===== config.mk =====
export PLATFORM = sky130hd
export DESIGN_NAME = lsu_bus_ctrl_flat
export DESIGN_NICKNAME = d
export VERILOG_FILES = /design/src/rtl/lsu_bus_ctrl_if.sv /design/src/rtl/lsu_bus_ctrl.sv /design/src/flat_wrapper.sv
export SDC_FILE = /design/constraint.sdc
export NUM_CORES = 1
export LEC_CHECK = 0
export ABC_CLOCK_PERIOD_IN_PS = 2300
export CAP_MARGIN = 20
export CELL_PAD_IN_SITES_DETAIL_PLACEMENT = 0
export CELL_PAD_IN_SITES_GLOBAL_PLACEMENT = 1
export CORE_ASPECT_RATIO = 0.75
export CORE_MARGIN = 2
export CORE_UTILIZATION = 31
export DETAILED_ROUTE_END_ITERATION = 10
export PLACE_DENSITY_LB_ADDON = 0.25
export REMOVE_ABC_BUFFERS = 1
export SLEW_MARGIN = 10
export SYNTH_ARGS = -nofsm -noshare
export SYNTH_HDL_FRONTEND = slang
export SYNTH_SLANG_ARGS = --single-unit

===== constraint.sdc =====
create_clock -name clk -period 2.3 [get_ports clk]
set_input_delay 0.345 -clock clk [delete_from_list [all_inputs] [get_ports clk]]
set_output_delay 0.345 -clock clk [all_outputs]
set_load 0.05 [all_outputs]

===== src/rtl/lsu_bus_ctrl_if.sv =====
// lsu_bus_ctrl_if: word-wide data-memory bus between the LSU and memory.
// master drives req/we/addr/wdata/wstrb; slave returns rdata and ack.
interface lsu_bus_ctrl_if;
  logic        bus_req;
  logic        bus_we;
  logic [31:0] bus_addr;
  logic [31:0] bus_wdata;
  logic [3:0]  bus_wstrb;
  logic [31:0] bus_rdata;
  logic        bus_ack;

  modport master (
    output bus_req, bus_we, bus_addr,
    output bus_wdata, bus_wstrb,
    input  bus_rdata, bus_ack
  );

  modport slave (
    input  bus_req, bus_we, bus_addr,
    input  bus_wdata, bus_wstrb,
    output bus_rdata, bus_ack
  );
endinterface


===== src/rtl/lsu_bus_ctrl.sv =====
// lsu_bus_ctrl: multi-cycle load/store unit, IDLE -> REQ -> DONE.
// Ports: clk, reset (sync, high); core side MemRead, MemWrite, funct3,
// Addr, WriteData -> ReadData, Stall, Fault; bus via lsu_bus_ctrl_if.master.
module lsu_bus_ctrl #(
  parameter int TIMEOUT = 16
) (
  input  logic        clk,
  input  logic        reset,
  input  logic        MemRead,
  input  logic        MemWrite,
  input  logic [2:0]  funct3,
  input  logic [31:0] Addr,
  input  logic [31:0] WriteData,
  output logic [31:0] ReadData,
  output logic        Stall,
  output logic        Fault,
  lsu_bus_ctrl_if.master bus
);

  localparam int CW =
    (TIMEOUT > 1) ? $clog2(TIMEOUT) : 1;

  typedef enum logic [1:0] {
    IDLE,
    REQ,
    DONE
  } state_t;

  state_t      state_q;
  state_t      state_d;
  logic [CW-1:0] cnt_q;
  logic        fault_q;
  logic [31:0] rdata_q;
  logic [31:0] addr_q;
  logic        we_q;
  logic [31:0] wdata_q;
  logic [3:0]  wstrb_q;
  logic [2:0]  f3_q;

  logic        start;
  logic        bad;
  logic        illegal;
  logic        misal;
  logic        tout;
  logic [3:0]  strb;
  logic [31:0] wd;
  logic        is_b;
  logic        is_h;
  logic        is_w;

  assign start = MemRead | MemWrite;
  assign is_b  = (funct3[1:0] == 2'b00);
  assign is_h  = (funct3[1:0] == 2'b01);
  assign is_w  = (funct3[1:0] == 2'b10);

  // Unsigned variants (bit 2) exist only for loads.
  assign illegal = (funct3[1:0] == 2'b11)
                 | (funct3 == 3'b110)
                 | (MemWrite & funct3[2]);
  assign misal = (is_h & Addr[0])
               | (is_w & (Addr[1:0] != 2'b00));
  assign bad  = illegal | misal;
  assign tout = (cnt_q == CW'(TIMEOUT - 1));

  always_comb begin
    strb = 4'b0000;
    wd   = WriteData;
    unique case (1'b1)
      is_b: begin
        strb = 4'b0001 << Addr[1:0];
        wd   = {4{WriteData[7:0]}};
      end
      is_h: begin
        strb = Addr[1] ? 4'b1100 : 4'b0011;
        wd   = {2{WriteData[15:0]}};
      end
      default: strb = 4'b1111;
    endcase
  end

  function automatic logic [31:0] ext(
    input logic [31:0] w,
    input logic [2:0]  f3,
    input logic [1:0]  a
  );
    logic [7:0]  b;
    logic [15:0] h;
    logic [31:0] r;
    b = 8'(w >> {a, 3'b000});
    h = a[1] ? w[31:16] : w[15:0];
    unique case (1'b1)
      (f3 == 3'b000): r = {{24{b[7]}}, b};
      (f3 == 3'b100): r = {24'h0, b};
      (f3 == 3'b001): r = {{16{h[15]}}, h};
      (f3 == 3'b101): r = {16'h0, h};
      default:        r = w;
    endcase
    return r;
  endfunction

  always_ff @(posedge clk) begin
    if (reset) state_q <= IDLE;
    else       state_q <= state_d;
  end

  always_comb begin
    state_d     = state_q;
    Stall       = 1'b0;
    Fault       = 1'b0;
    bus.bus_req = 1'b0;
    unique case (state_q)
      IDLE: begin
        if (start) begin
          Stall   = 1'b1;
          state_d = bad ? DONE : REQ;
        end
      end
      REQ: begin
        Stall       = 1'b1;
        bus.bus_req = 1'b1;
        if (bus.bus_ack || tout)
          state_d = DONE;
      end
      DONE: begin
        Fault   = fault_q;
        state_d = IDLE;
      end
      default: state_d = IDLE;
    endcase
  end

  always_ff @(posedge clk) begin
    if (reset) begin
      cnt_q   <= '0;
      fault_q <= 1'b0;
      rdata_q <= '0;
      addr_q  <= '0;
      we_q    <= 1'b0;
      wdata_q <= '0;
      wstrb_q <= '0;
      f3_q    <= '0;
    end else begin
      unique case (state_q)
        IDLE: begin
          if (start && bad) begin
            fault_q <= 1'b1;
            rdata_q <= '0;
          end else if (start) begin
            fault_q <= 1'b0;
            cnt_q   <= '0;
            addr_q  <= Addr;
            we_q    <= MemWrite;
            wdata_q <= wd;
            wstrb_q <= MemWrite ? strb : 4'b0000;
            f3_q    <= funct3;
          end
        end
        REQ: begin
          if (bus.bus_ack) begin
            rdata_q <= we_q ? 32'h0
                     : ext(bus.bus_rdata, f3_q, addr_q[1:0]);
          end else if (tout) begin
            fault_q <= 1'b1;
            rdata_q <= '0;
          end else begin
            cnt_q <= cnt_q + CW'(1);
          end
        end
        default: ;
      endcase
    end
  end

  assign ReadData      = rdata_q;
  assign bus.bus_we    = we_q;
  assign bus.bus_addr  = {addr_q[31:2], 2'b00};
  assign bus.bus_wdata = wdata_q;
  assign bus.bus_wstrb = wstrb_q;

endmodule


===== src/flat_wrapper.sv =====
// flat-port wrapper written by rule: the top's interface ports become plain ports
module lsu_bus_ctrl_flat 
#(
  parameter int TIMEOUT = 16
)
  (clk, reset, MemRead, MemWrite, funct3, Addr, WriteData, ReadData, Stall, Fault, bus_bus_req, bus_bus_we, bus_bus_addr, bus_bus_wdata, bus_bus_wstrb, bus_bus_rdata, bus_bus_ack);
  lsu_bus_ctrl_if bus_i ();
  input  logic clk;
  input  logic reset;
  input  logic MemRead;
  input  logic MemWrite;
  input  logic [2:0] funct3;
  input  logic [31:0] Addr;
  input  logic [31:0] WriteData;
  output logic [31:0] ReadData;
  output logic Stall;
  output logic Fault;
  output wire logic [$bits(bus_i.bus_req)-1:0] bus_bus_req;
  output wire logic [$bits(bus_i.bus_we)-1:0] bus_bus_we;
  output wire logic [$bits(bus_i.bus_addr)-1:0] bus_bus_addr;
  output wire logic [$bits(bus_i.bus_wdata)-1:0] bus_bus_wdata;
  output wire logic [$bits(bus_i.bus_wstrb)-1:0] bus_bus_wstrb;
  input wire logic [$bits(bus_i.bus_rdata)-1:0] bus_bus_rdata;
  input wire logic [$bits(bus_i.bus_ack)-1:0] bus_bus_ack;
  assign bus_bus_req = bus_i.bus_req;
  assign bus_bus_we = bus_i.bus_we;
  assign bus_bus_addr = bus_i.bus_addr;
  assign bus_bus_wdata = bus_i.bus_wdata;
  assign bus_bus_wstrb = bus_i.bus_wstrb;
  assign bus_i.bus_rdata = bus_bus_rdata;
  assign bus_i.bus_ack = bus_bus_ack;
  lsu_bus_ctrl #(.TIMEOUT(TIMEOUT)) u_core (.clk(clk), .reset(reset), .MemRead(MemRead), .MemWrite(MemWrite), .funct3(funct3), .Addr(Addr), .WriteData(WriteData), .ReadData(ReadData), .Stall(Stall), .Fault(Fault), .bus(bus_i));
endmodule

Word level (Yosys, flattened, before mapping)
Index checks and enable logic that the tools add are counted.
- bits in registers: 111
- output and inout port bits: 104
- shift operators: 2
- reduce and logical (&&, ||, !) cells: 12
- $add $sub $neg: 1
- mux-type cells: 29
- equal/unequal tests: 19
- bitwise gates (word level): 9
- operators with widths (kind ; number):
    $mux 32 ; 4
    $pmux 32 s2 ; 2
    $pmux 32 s4 ; 1
    $shr 32x5->8 ; 1
    $mux 4 ; 6
    $mux 16 ; 1
    $pmux 4 s2 ; 2
    $eq 3x3->1 const B ; 3
    $ne 2x1->1 const B ; 4
    $mux 1 ; 7
    $eq 2x2->1 const B ; 3
    $mux 2 ; 3
    $ne 2x2->1 const B ; 3
    $reduce_and 3->1 ; 2
    $or 1x1->1 ; 5
    $reduce_and 5->1 ; 1
    $add 4x1->4 const B ; 1
    $eq 2x1->1 const B ; 2
    $eq 4x4->1 const B ; 1
    $logic_not 2->1 ; 2
    $pmux 1 s2 ; 2
    $pmux 2 s2 ; 1
    $reduce_and 4->1 ; 1
    $reduce_bool 2->1 ; 2
    10 further kinds ; 12

Depth between registers and ports, before layout
Gate-level depths: netlist of the first run.
- depth in word-level cells: 7
- depth in mapped cells: 7

Least setup slack after synthesis of the first run
OpenSTA, ideal clock, no wires.
- path type: register -> register
- start: register u_core.state_q[0]
- end: register u_core.fault_q
- arrival time: 1.689 ns
- setup slack: 0.479 ns
- library setup time: 0.132 ns
- cell stages (with the launch flop): 5
- cell sequence: dfxtp_1 nor2b_1 o21ai_0 a21oi_1 nor3_1
- cells in the longest elaborated chain, start to end: 3
- elaborated cells between the ends (all ways): 8
- classes of those cells: eq/ne (4); mux (1); reduce/logical (3)
- RTL lines (what ; line ; RTL):
    start, declared ; lsu_bus_ctrl.sv:29 ; state_t state_q;
    start signal, assigned ; lsu_bus_ctrl.sv:103 ; else state_q <= state_d;
    $eq 2x1->1 / $logic_not 2->1 (equally long branches) ; lsu_bus_ctrl.sv:143 ; unique case (state_q)
    $ne 2x1->1 (no source line), or another cell as far along ; n/a ;
    $reduce_and 4->1 (no source line) ; n/a ;
    end signal, assigned ; lsu_bus_ctrl.sv:146 ; fault_q <= 1'b1;
    end signal, assigned ; lsu_bus_ctrl.sv:149 ; fault_q <= 1'b0;
    end signal, assigned ; lsu_bus_ctrl.sv:163 ; fault_q <= 1'b1;
    end, declared ; lsu_bus_ctrl.sv:32 ; logic fault_q;
Several ways; a longest one is shown, not always the timed one.
A chain may end at the register's enable or synchronous reset.

Worst setup path in the final report of the first run
- start: register u_core.state_q[0]
- end: output port Fault
- cells in the longest elaborated chain, start to end: 2
- RTL lines (what ; line ; RTL):
    $eq 2x2->1 ; lsu_bus_ctrl.sv:111 ; unique case (state_q)
    $mux 1 ; lsu_bus_ctrl.sv:111 ;
    end, declared ; flat_wrapper.sv:17 ; output logic Fault;
Every way passes these cells.

==> results.tsv, run 1 <==
stage	metric	value	unit
global_route	GRT overflow	0	
synthesis	Mapped Cells	625	
finish	Final Cell Area	7590	µm²
global_route	first-pass GRT wire length	25700	µm
placed_design	Place WS	0.0497	ns
routing	Routed WL	16400	µm
floorplanning	Die H	116	µm
synthesis	Synth area leaders	dfxtp_1 (43%), nand2_1 (10%), a21oi_1 (6.0%), buf_4 (5.1%), mux2i_1 (4.5%)	
clock_tree	CTS clock-pin slew for the worst setup and hold paths	0.07	ns
finish	Finished Layout Cells	1002	
timing	# setup viols final	0	
synthesis	most frequent cells after synthesis	nand2_1 (138), dfxtp_1 (111), a21oi_1 (62)	
floorplanning	Die Span X	153	µm
global_route	largest net degree at the start of global routing	56	
timing	Setup Skew	0.00496	ns
synthesis	Primary FF master, synth	dfxtp_1	
finish	fraction of layout cells with a size suffix above 1	7.32	%
timing	max-slew violation count	0	
power_and_ir_drop	P_int	3460	µW
finish	diode count	0	
placed_design	Placer Congestion	0.783	
synthesis	Cell Area, Synth	5150	µm²
clock_tree	Sink Count	111	
setup_path	Critical Path RT	1.96	ns
global_route	vias in the first global route	4951	
synthesis	Synth top area share	43.2	%
synthesis	EDFF count, synth	0	
synthesis	most common cell in the netlist	nand2_1	
routing	WL/cell	16.3	µm
timing	period utilisation layout	92.2	%
routing	drt initial violations	316	
power_and_ir_drop	P_sw	1570	µW
min_path	Hold Path Class	in -> reg	
clock_tree	Num CTS Buffers	9	
power_and_ir_drop	Pleak	0.00272	µW
clock_tree	root buf cell	clkbuf_16	
synthesis	Synth Register Bits	111	
setup_path	startpoint types	register	
floorplanning	core area	16100	µm²
power_and_ir_drop	Sw Ratio	31.2	%
timing	actual slew at the worst max-slew pin	0.635	ns
setup_path	CP Max Fanout	7	
floorplanning	Die Area	17700	µm²
synthesis	Synthesis Warnings	0	
power_and_ir_drop	Comb pwr share	26.2	%
floorplanning	I/O pin cnt	208	
clock_tree	Worst-Skew Late Latency	0.34	ns
power_and_ir_drop	clock share of power	32.2	%
timing	RSZ-0062 raised after global routing	no	
timing	Worst slew margin	57.5	%
timing	Hold WS	0.407	ns
run_status	status	completed	
power_and_ir_drop	sequential power share	41.5	%
routing	# DRC	0	
synthesis	Seq/Total Area, Yosys	43.2	%
clock_tree	H-tree Lvls	3	
setup_path	WS Path Type	reg -> out	
power_and_ir_drop	PD cells	664	nW/µm²
floorplanning	Starting Density	31.9	%
global_route	number of antenna violations at the first check in global routing	0	
placed_design	post-DP HPWL	12000	µm
job	max_cap viols	0	
placed_design	Port-buffer cells	205	
synthesis	top cell type by total area after synthesis	dfxtp_1	
routing	TritonRoute pass-1 iters	4	
routing	vias per cell	5.01	
clock_tree	post-cts resize count	0	
routing	via count	5021	
floorplanning	row count	40	
clock_tree	Post-CTS Setup Bufs	0	
placed_design	DP Cell Count	987	
timing	Max Freq	0.471	GHz
global_route	All-Layer GR Usage	18.0	%
setup_path	Critical Path AT	1.78	ns
power_and_ir_drop	peak supply drop	0.370	mV
setup_path	Crit. End Element	primary output	
finish	final layout net count	893	
placed_design	Placement Cell Area	7280	µm²
timing	final hold violations	0	
synthesis	Mapped Avg Cell Area	8.24	µm²
timing	setup ws final	0.179	ns
clock_tree	Post-CTS Hold Fix Bufs	0	
finish	area grow syn2layout	47.4	%
clock_tree	CTS tree	yes	
timing	crit path time final	2.12	ns
synthesis	Synth cell types	48	
synthesis	fraction of registers with async set/reset	0	%
routing	antenna-violating nets left	0	
clock_tree	Clock Path Buffers	2	
critical path, stage by stage, from the launching register on:
cell and delay [ns]:
dfxtp_1 0.36, inv_1 0.12, and3_1 0.16, clkdlybuf4s50_1 0.80
per-layer routing:
metal	up-vias	wire length, µm	track usage (%)
met5	-	0	0
met4	0	221	5.25
met3	15	883	5.05
met2	114	7760	30.9
met1	2426	7500	22.5
li1	2466	-	-
cell type report:
| class | count | area [µm²] |
|---|---|---|
| fill | 1554 | 8530 |
| multi-input combinational | 428 | 2480 |
| timing repair buffer | 232 | 2290 |
| sequential | 111 | 2220 |
| tap | 210 | 263 |
| clock buffer | 11 | 253 |
| clock inverter | 4 | 55.1 |
| inverter | 6 | 22.5 |
registers in the layout (all words and copies together) (netlist names):
signal	count
u_core.cnt_q	4
u_core.bus.bus_we	1
u_core.state_q	2
u_core.ReadData	32
u_core.addr_q	32
u_core.bus.bus_wstrb	4
u_core.fault_q	1
u_core.f3_q	3
u_core.bus.bus_wdata	32
placed cells by master, fill, tap and decap left out, drive strengths merged, types with 5 or more instances in the layout:
cell type and count:
a211oi 8, a21oi 62, a221oi 7, a22o 25
a311oi 8, a32o 5, buf 30, clkbuf 11
clkdlybuf4s50 202, dfxtp 111, inv 6, mux2i 23
nand2 138, nand2b 14, nand3 5, nor2 37
nor3 6, o21ai 42, o22ai 5, o2bb2ai 7
cell families after synthesis:
group / count (synthesis) / synth area share (%)
flip-flops: 111 / 43.2
buffers and inverters: 87 / 9.21
AND/OR/NAND/NOR: 209 / 16.8
multiplexers: 29 / 6.44
AO/OA/AOI/OAI: 184 / 23.5
adder cells (fa/ha/maj): 1 / 0.243
other: 1 / 0.0729
XOR/XNOR: 3 / 0.511
metrics by stage:
stage                     utilization (%)  power, µW  setup TNS (ns)
after CTS                            47.1       5080               0
after global placement               45.2       3440               0
after detailed placement             45.2       3460               0
final                                47.1       5030               0
after floorplan                         -       2830          -48.80
after global routing                 47.1       5250               0
power by group through the flow:
stage                     Clock, µW  Sequential (µW)  Combinational [µW]
after floorplan                   0             2450                 381
after global placement            0             2130                1310
after detailed placement          0             2140                1320
after CTS                      1660             2090                1330
after global routing           1740             2110                1410
final                          1620             2090                1320
path summary, 6_finish.rpt:
check | startpoint | endpoint | slack [ns] | cells past startpoint
max reg2reg | u_core.addr_q[1]$_SDFFE_PP0P_ | u_core.ReadData[21]$_SDFFE_PP0P_ | 0.39 | 6
min reg2reg | u_core.addr_q[5]$_SDFFE_PP0P_ | u_core.addr_q[5]$_SDFFE_PP0P_ | 0.46 | 2
max | u_core.state_q[0]$_SDFFE_PP0P_ | Fault | 0.18 | 3
min | reset | u_core.state_q[0]$_SDFFE_PP0P_ | 0.41 | 3
(Power assumes the default switching activity.)
==> run 2, diff against run 1 <==
--- a/config.mk
+++ b/config.mk
@@ -10,7 +10,7 @@
 export CELL_PAD_IN_SITES_DETAIL_PLACEMENT = 0
 export CELL_PAD_IN_SITES_GLOBAL_PLACEMENT = 1
 export CORE_ASPECT_RATIO = 0.75
-export CORE_MARGIN = 2
+export CORE_MARGIN = 10
 export CORE_UTILIZATION = 31
 export DETAILED_ROUTE_END_ITERATION = 10
 export PLACE_DENSITY_LB_ADDON = 0.25
==> run 2 against run 1 <==
Net effect:
- clock skew grew 0.0044 ns
- largest power group unchanged
- die area grew 26%
- highest routed layer unchanged
- cell count is essentially flat
- first-iteration DRC count shrank 4.7%
==> results.tsv, run 2 (synthesized netlist as in run 1, its figures left out) <==
stage	metric	value	unit
routing	Routed WL	18000	µm
min_path	Worst Hold Depth	3	
finish	area grow syn2layout	46.9	%
timing	period utilisation layout	93.1	%
floorplanning	Starting Density	31.8	%
finish	commonest non-fill, non-tap cells in the layout	clkdlybuf4s50_1 (202), nand2_1 (138), dfxtp_1 (111), a21oi_1 (61), o21ai_0 (42)	
finish	fraction of layout cells with a size suffix above 1	7.09	%
timing	RSZ-0062 raised after global routing	no	
global_route	largest net degree at the start of global routing	63	
clock_tree	Num CTS Buffers	9	
timing	max-slew violation count	0	
timing	final hold violations	0	
routing	WL/cell	18.0	µm
timing	Max Freq	0.467	GHz
timing	Worst slew margin	54.5	%
floorplanning	Die Area	22200	µm²
clock_tree	post-cts resize count	0	
clock_tree	Post-CTS Setup Bufs	0	
routing	TritonRoute pass-1 iters	4	
clock_tree	root buf cell	clkbuf_16	
timing	# setup viols final	0	
setup_path	CP Max Fanout	7	
floorplanning	I/O pin cnt	208	
placed_design	post-DP HPWL	13400	µm
floorplanning	row count	40	
min_path	Hold Path Class	in -> reg	
finish	commonest non-fill, non-tap cell in the layout	clkdlybuf4s50_1	
routing	antenna-violating nets left	0	
global_route	vias in the first global route	4904	
setup_path	R2R depth	6	
min_path	hold path startpoint	reset	
floorplanning	Die Span X	169	µm
setup_path	Crit. End Element	primary output	
finish	multi-input logic area	2480	µm²
timing	Hold WS	0.352	ns
clock_tree	Sink Count	111	
finish	final layout net count	890	
timing	Setup TNS	0	ns
placed_design	Placement Cell Area	7270	µm²
global_route	number of antenna violations at the first check in global routing	1	
global_route	first-pass GRT wire length	28300	µm
timing	crit path time final	2.14	ns
timing	actual slew at the worst max-slew pin	0.682	ns
floorplanning	Die H	132	µm
routing	vias per cell	5.02	
routing	# DRC	0	
global_route	GRT overflow	0	
finish	Filler Cell Count	1565	
timing	Setup Skew	0.00941	ns
global_route	All-Layer GR Usage	15.6	%
clock_tree	CTS tree	yes	
setup_path	Critical Path AT	1.80	ns
setup_path	FF-to-FF Start	u_core.addr_q[1]$_SDFFE_PP0P_	
run_status	status	completed	
power_and_ir_drop	peak supply drop	0.344	mV
setup_path	Critical Path RT	1.96	ns
clock_tree	Post-CTS Hold Fix Bufs	0	
setup_path	startpoint types	register	
floorplanning	core area	16200	µm²
routing	drt initial violations	301	
power_and_ir_drop	Pleak	0.00269	µW
finish	Final Cell Area	7560	µm²
finish	Storage cell area	2220	µm²
clock_tree	H-tree Lvls	3	
clock_tree	Worst-Skew Late Latency	0.36	ns
setup_path	WS Path Type	reg -> out	
power_and_ir_drop	PD cells	656	nW/µm²
setup_path	crit path launch	u_core.state_q[0]$_SDFFE_PP0P_	
clock_tree	Clock Path Buffers	2	
routing	via count	5024	
job	max_cap viols	0	
placed_design	Placer Congestion	0.767	
placed_design	Port-buffer cells	205	
clock_tree	CTS clock-pin slew for the worst setup and hold paths	0.08	ns
[run 2: area by class of cell]
type                            count  area share, %
Tap cell                          210           3.47
Multi-Input combinational cell    428           32.7
Inverter                            6          0.298
Clock buffer                       10           3.16
Timing Repair Buffer              229           30.2
Antenna cell                        1         0.0331
Clock inverter                      6          0.695
Sequential cell                   111           29.4
[run 2: worst max-delay path: stages, from the launching register on]
cell	delay (ns)
dfxtp_1	0.36
inv_1	0.11
and3_1	0.17
clkdlybuf4s50_1	0.80
[run 2: path summary, 6_finish.rpt]
path	to	slack, ns
setup / recovery	Fault	0.16
hold / removal	u_core.state_q[0]$_SDFFE_PP0P_	0.35
setup reg to reg	u_core.ReadData[19]$_SDFFE_PP0P_	0.56
hold reg to reg	u_core.addr_q[4]$_SDFFE_PP0P_	0.46
[run 2: routing by layer]
| layer | vias to the layer above | wire [µm] | track usage (%) |
|---|---|---|---|
| met4 | 0 | 253 | 4.54 |
| met1 | 2385 | 7770 | 19.2 |
| met5 | - | 0 | 0 |
| met2 | 152 | 8500 | 24.7 |
| li1 | 2470 | - | - |
| met3 | 17 | 1490 | 6.11 |
[run 2: per-stage QoR]
| stage | total power [µW] | setup WS, ns | std cells | util, % |
|---|---|---|---|---|
| 5_1_grt | 5200 | 0.0243 | 1001 | 46.8 |
| 6_report | 4960 | 0.159 | 1001 | 46.8 |
| 3_5_place_dp | 3470 | -0.00713 | 984 | 45.0 |
| 3_3_place_gp | 3450 | 0.111 | 984 | 45.0 |
| 4_1_cts | 5020 | 0.136 | 1000 | 46.8 |
| 2_1_floorplan | 2830 | -0.800 | 545 | - |
[run 2: where the power goes]
part	leakage [µW]	internal, µW	switching, µW
Clock	0.000137	781	758
Sequential	0.000903	2020	65.2
Combinational	0.00165	532	800
==> run 3, diff against run 2 <==
--- a/config.mk
+++ b/config.mk
@@ -12,6 +12,7 @@
 export CORE_ASPECT_RATIO = 0.75
 export CORE_MARGIN = 10
 export CORE_UTILIZATION = 31
+export CTS_CLUSTER_SIZE = 25
 export DETAILED_ROUTE_END_ITERATION = 10
 export PLACE_DENSITY_LB_ADDON = 0.25
 export REMOVE_ABC_BUFFERS = 1
==> results of run 3 <==
No change in the layout: final DEF, timing and power equal those of run 2.
==> edit 1, RTL diff (settings of run 2) <==
`TIMEOUT` is set to 16 in 2 places; all go to 8.
--- a/src/rtl/lsu_bus_ctrl.sv
+++ b/src/rtl/lsu_bus_ctrl.sv
@@ -4,3 +4,3 @@
 module lsu_bus_ctrl #(
-  parameter int TIMEOUT = 16
+  parameter int TIMEOUT = 8
 ) (
--- a/src/flat_wrapper.sv
+++ b/src/flat_wrapper.sv
@@ -3,3 +3,3 @@
 #(
-  parameter int TIMEOUT = 16
+  parameter int TIMEOUT = 8
 )
Check against the original RTL: same outputs for any inputs over 4 cycles, from zero or initial values and one cycle with reset high; that may be too few to reach the edited logic, so the function may still have changed.
==> edit 1 against run 2 <==
- utilization up 0.17 points
- sequential share of layout area up 0.086 points
- sequential cell count down 1
- global-route usage down 0.12 points
- area after synthesis down 2.6%
- final area down 1.2%
- total power up 2.0%
- count of clock-buffer cells in the layout up 1
- critical path type unchanged
- largest cell class unchanged
- wire length down 3.6%
- worst setup slack better by 0.048 ns
==> edit 1: results <==
{
  "drt-initial-drc-count": 297,
  "total_leakage_power_uw": 0.002656,
  "synth_warnings": 0,
  "antennaDiodeCount": 0,
  "wl_met1_um": 7695,
  "ys_async_sr_fraction": 0,
  "routed_wl_um": 17380,
  "gp_congestion": 0.8075,
  "r2r_cells": 5,
  "num-nets-final": 873,
  "multi_input_area_um2": 2366,
  "clockBufferDepth": 2,
  "synthTopCellsByCount": "nand2_1 (139), dfxtp_1 (110), a21oi_1 (65)",
  "grt_max_degree": 64,
  "n_fill_cell": 1559,
  "track_usage": 0.1552,
  "h-tree-depth": 3,
  "ant_nets": 0,
  "path_max_fanout": 5,
  "relSlewSlack": 0.5959,
  "arrival_ns": 1.75,
  "postCtsSetupBuffers": 0,
  "num_vias": 4818,
  "area.sequential_um2": 2202,
  "buffers": 228,
  "outcome": "completed",
  "yosysSeqAreaShare": 0.4393,
  "dr.pass1.iters": 5,
  "clkbuf_count": 11,
  "hold_depth": 2,
  "drv_cap": 0,
  "antenna_found_initial": 0,
  "vdd_drop_max_mv": 0.4449,
  "ys_types": 46,
  "cts_root_buffer": "clkbuf_16",
  "routed-wl-met3_um": 1303,
  "grt_pass1_wl_um": 27070,
  "drive_gt1_frac": 0.06995,
  "holdCritPathClass": "reg -> reg",
  "dr.max_layer_used": "met4",
  "cts_resized": 0,
  "synth_area_leaders": "dfxtp_1 (44%), nand2_1 (10%), a21oi_1 (6.5%)",
  "wl_met2_um": 8170,
  "bufAreaShareNonClock": 0.3081,
  "portBuffers": 205,
  "clock_area_frac": 0.04236,
  "grt_pass1_vias": 4729,
  "num-multi-input-gates": 412,
  "skew_ns": 0.006228,
  "cts_sinks": 110,
  "hpwl_um": 13470
}
-- edit 1: per-layer routing --
metal  vias to the layer above  GRT usage
li1                       2391          -
met1                      2272     0.1941
met2                       144     0.2434
met3                        11    0.06010
met4                         0    0.04637
met5                         -          0
-- edit 1: kinds of logic after synthesis --
family | Yosys count | synth area share
muxes | 27 | 0.05941
AOI/OAI and AO/OA | 172 | 0.2257
DFF | 110 | 0.4393
buffers and inverters | 84 | 0.09311
other | 1 | 0.0007482
adders and majority gates | 2 | 0.004992
and+or+nand+nor | 209 | 0.1767
-- edit 1: metrics by stage --
step	std cells	setup slack, ns	instance area [um2]
6_report	982	0.2072	7472
5_1_grt	982	0.1152	7472
4_1_cts	982	0.1888	7472
3_5_place_dp	966	0.05512	7156
3_3_place_gp	966	0.1290	7156
2_1_floorplan	528	-0.05368	4572
-- edit 1: worst max-delay path, stage by stage (launching register included) --
cell	delay (ns)
dfxtp_1	0.42
nand2_1	0.07
nor2_1	0.10
clkdlybuf4s50_1	0.81
-- edit 1: power breakdown --
| group | total (uW) | internal (uW) | switching [uW] | leakage (uW) |
|---|---|---|---|---|
| clock | 1670 | 958 | 710 | 0.000146 |
| sequential | 2080 | 2010 | 67.1 | 0.000895 |
| combinational | 1310 | 528 | 786 | 0.00161 |
| total | 5060 | 3490 | 1560 | 0.00266 |
-- edit 1: worst paths after layout --
check / start / to / slack, ns
max: u_core.state_q[1]$_SDFFE_PP0P_ / Fault / 0.21
min: u_core.addr_q[16]$_SDFFE_PP0P_ / u_core.addr_q[16]$_SDFFE_PP0P_ / 0.45
max reg2reg: u_core.addr_q[1]$_SDFFE_PP0P_ / u_core.ReadData[26]$_SDFFE_PP0P_ / 0.37
min reg2reg: u_core.addr_q[16]$_SDFFE_PP0P_ / u_core.addr_q[16]$_SDFFE_PP0P_ / 0.45
==> edit 2, RTL diff (settings of run 2) <==
Made on the original files. Register the output `Fault`, cleared by the reset; this adds one clock of latency there. The other outputs are not delayed to match.
--- a/src/rtl/lsu_bus_ctrl.sv
+++ b/src/rtl/lsu_bus_ctrl.sv
@@ -27,2 +27,4 @@
   } state_t;
+
+  logic Fault_d;
 
@@ -108,3 +110,3 @@
     Stall       = 1'b0;
-    Fault       = 1'b0;
+    Fault_d     = 1'b0;
     bus.bus_req = 1'b0;
@@ -124,3 +126,3 @@
       DONE: begin
-        Fault   = fault_q;
+        Fault_d = fault_q;
         state_d = IDLE;
@@ -179,2 +181,10 @@
 
+  always_ff @(posedge clk) begin
+    if (reset) begin
+      Fault <= '0;
+    end else begin
+      Fault <= Fault_d;
+    end
+  end
+
 endmodule
Check against the original RTL: not equivalent (Yosys sat finds a counterexample within 4 cycles, from zero or initial values and one cycle with reset high).
==> edit 2 against run 2 <==
- area after synthesis is 1.6% higher
- final area is 1.3% higher
- register-to-register slack got worse by 0.08 ns
- total power up 3.5%
- wire length increased by 2.7%
- worst setup slack better by 0.15 ns
- sequential cell count grew 1
- cell count shrank 0.40%
- sequential share of layout area down 0.12 points
- first-iteration DRC count rose by 3.0%
- global-route usage rose by 0.24 points
- synthesized cell count shrank 1.6%
- critical path type is now in -> reg
- largest power group unchanged
==> edit 2: results <==
{
  "track_usage": 0.1589,
  "relSlewSlack": 0.3716,
  "synth_area_leaders": "dfxtp_1 (43%), nand2_1 (8.3%), a21oi_1 (7.7%)",
  "wire_per_inst_um": 18.56,
  "skew_ns": 0.008772,
  "ff2ff_setup_slack_ns": 0.48,
  "regToRegEndpoint": "u_core.ReadData[10]$_SDFFE_PP0P_",
  "outcome": "completed",
  "critPathLaunch": "funct3[2]",
  "gp_congestion": 0.7978,
  "synthTopCellsByCount": "nand2_1 (115), dfxtp_1 (112), a21oi_1 (80)",
  "num-nets-final": 884,
  "r2r_start": "u_core.addr_q[0]$_SDFFE_PP0P_",
  "routed_wl_um": 18500,
  "vdd_drop_max_mv": 0.3577,
  "antennaDiodeCount": 0,
  "synth_xor_area_frac": 0.005024,
  "drive_gt1_frac": 0.07928,
  "synth_compound_area_frac": 0.2285,
  "r2r_cells": 4,
  "total_leakage_power_uw": 0.002758,
  "drt-initial-drc-count": 310,
  "critical_path.max_stage_delay_ns": 0.47,
  "grt_pass1_vias": 4949,
  "yosysSeqAreaShare": 0.4287,
  "n_fill_cell": 1623,
  "arrival_ns": 2.26,
  "dr.pass1.iters": 5,
  "cp-endpoint": "u_core.bus.bus_wdata[8]$_SDFFE_PP0P_",
  "antenna_found_initial": 0,
  "synth_mux_area_frac": 0.07129,
  "p_int_uw": 3548,
  "num_vias": 5004,
  "grt_max_degree": 79,
  "synthAdderAreaFrac": 0.002392,
  "grt_pass1_wl_um": 28430
}
==> edit 2: worst min-delay path by stage <==
stage	endpoint	slack, ns	depth (start not counted)
after detailed placement	u_core.Fault$_SDFF_PP0_	0.44	2
after global routing	u_core.state_q[1]$_SDFFE_PP0P_	0.38	3
after floorplan	u_core.addr_q[0]$_SDFFE_PP0P_	0.41	1
final	u_core.state_q[1]$_SDFFE_PP0P_	0.39	3
after global placement	u_core.Fault$_SDFF_PP0_	0.44	2
after CTS	u_core.state_q[1]$_SDFFE_PP0P_	0.36	3
==> edit 2: power groups by stage <==
stage / Combinational [uW] / Clock [uW] / Sequential (uW)
after floorplan: 367 / 0 / 2480
after global placement: 1310 / 0 / 2150
after detailed placement: 1320 / 0 / 2160
after CTS: 1330 / 1750 / 2110
after global routing: 1410 / 1820 / 2130
final: 1320 / 1700 / 2110
==> edit 2: worst max-delay path: cells and delay by family <==
family          cells  cell delay [ns]
simple gates        1             0.10
buf+inv             3             0.92
compound gates      3             0.83
==> edit 2: metal layers <==
| layer | vias up | part of all wire | routed length, um | track usage |
|---|---|---|---|---|
| li1 | 2457 | - | - | - |
| met1 | 2356 | 0.43 | 8046 | 0.1996 |
| met2 | 176 | 0.46 | 8449 | 0.2475 |
| met3 | 15 | 0.099 | 1824 | 0.06419 |
| met4 | 0 | 0.0098 | 182 | 0.03889 |
| met5 | - | 0 | 0 | 0 |
==> edit 2: layout make-up <==
cell class,instances,area [um2],share of cell area
Clock buffer,11,242.7,0.03168
Clock inverter,3,67.56,0.008819
Inverter,9,33.78,0.004410
Multi-Input combinational cell,414,2504,0.3268
Sequential cell,112,2242,0.2927
Tap cell,215,269.0,0.03511
Timing Repair Buffer,233,2302,0.3005
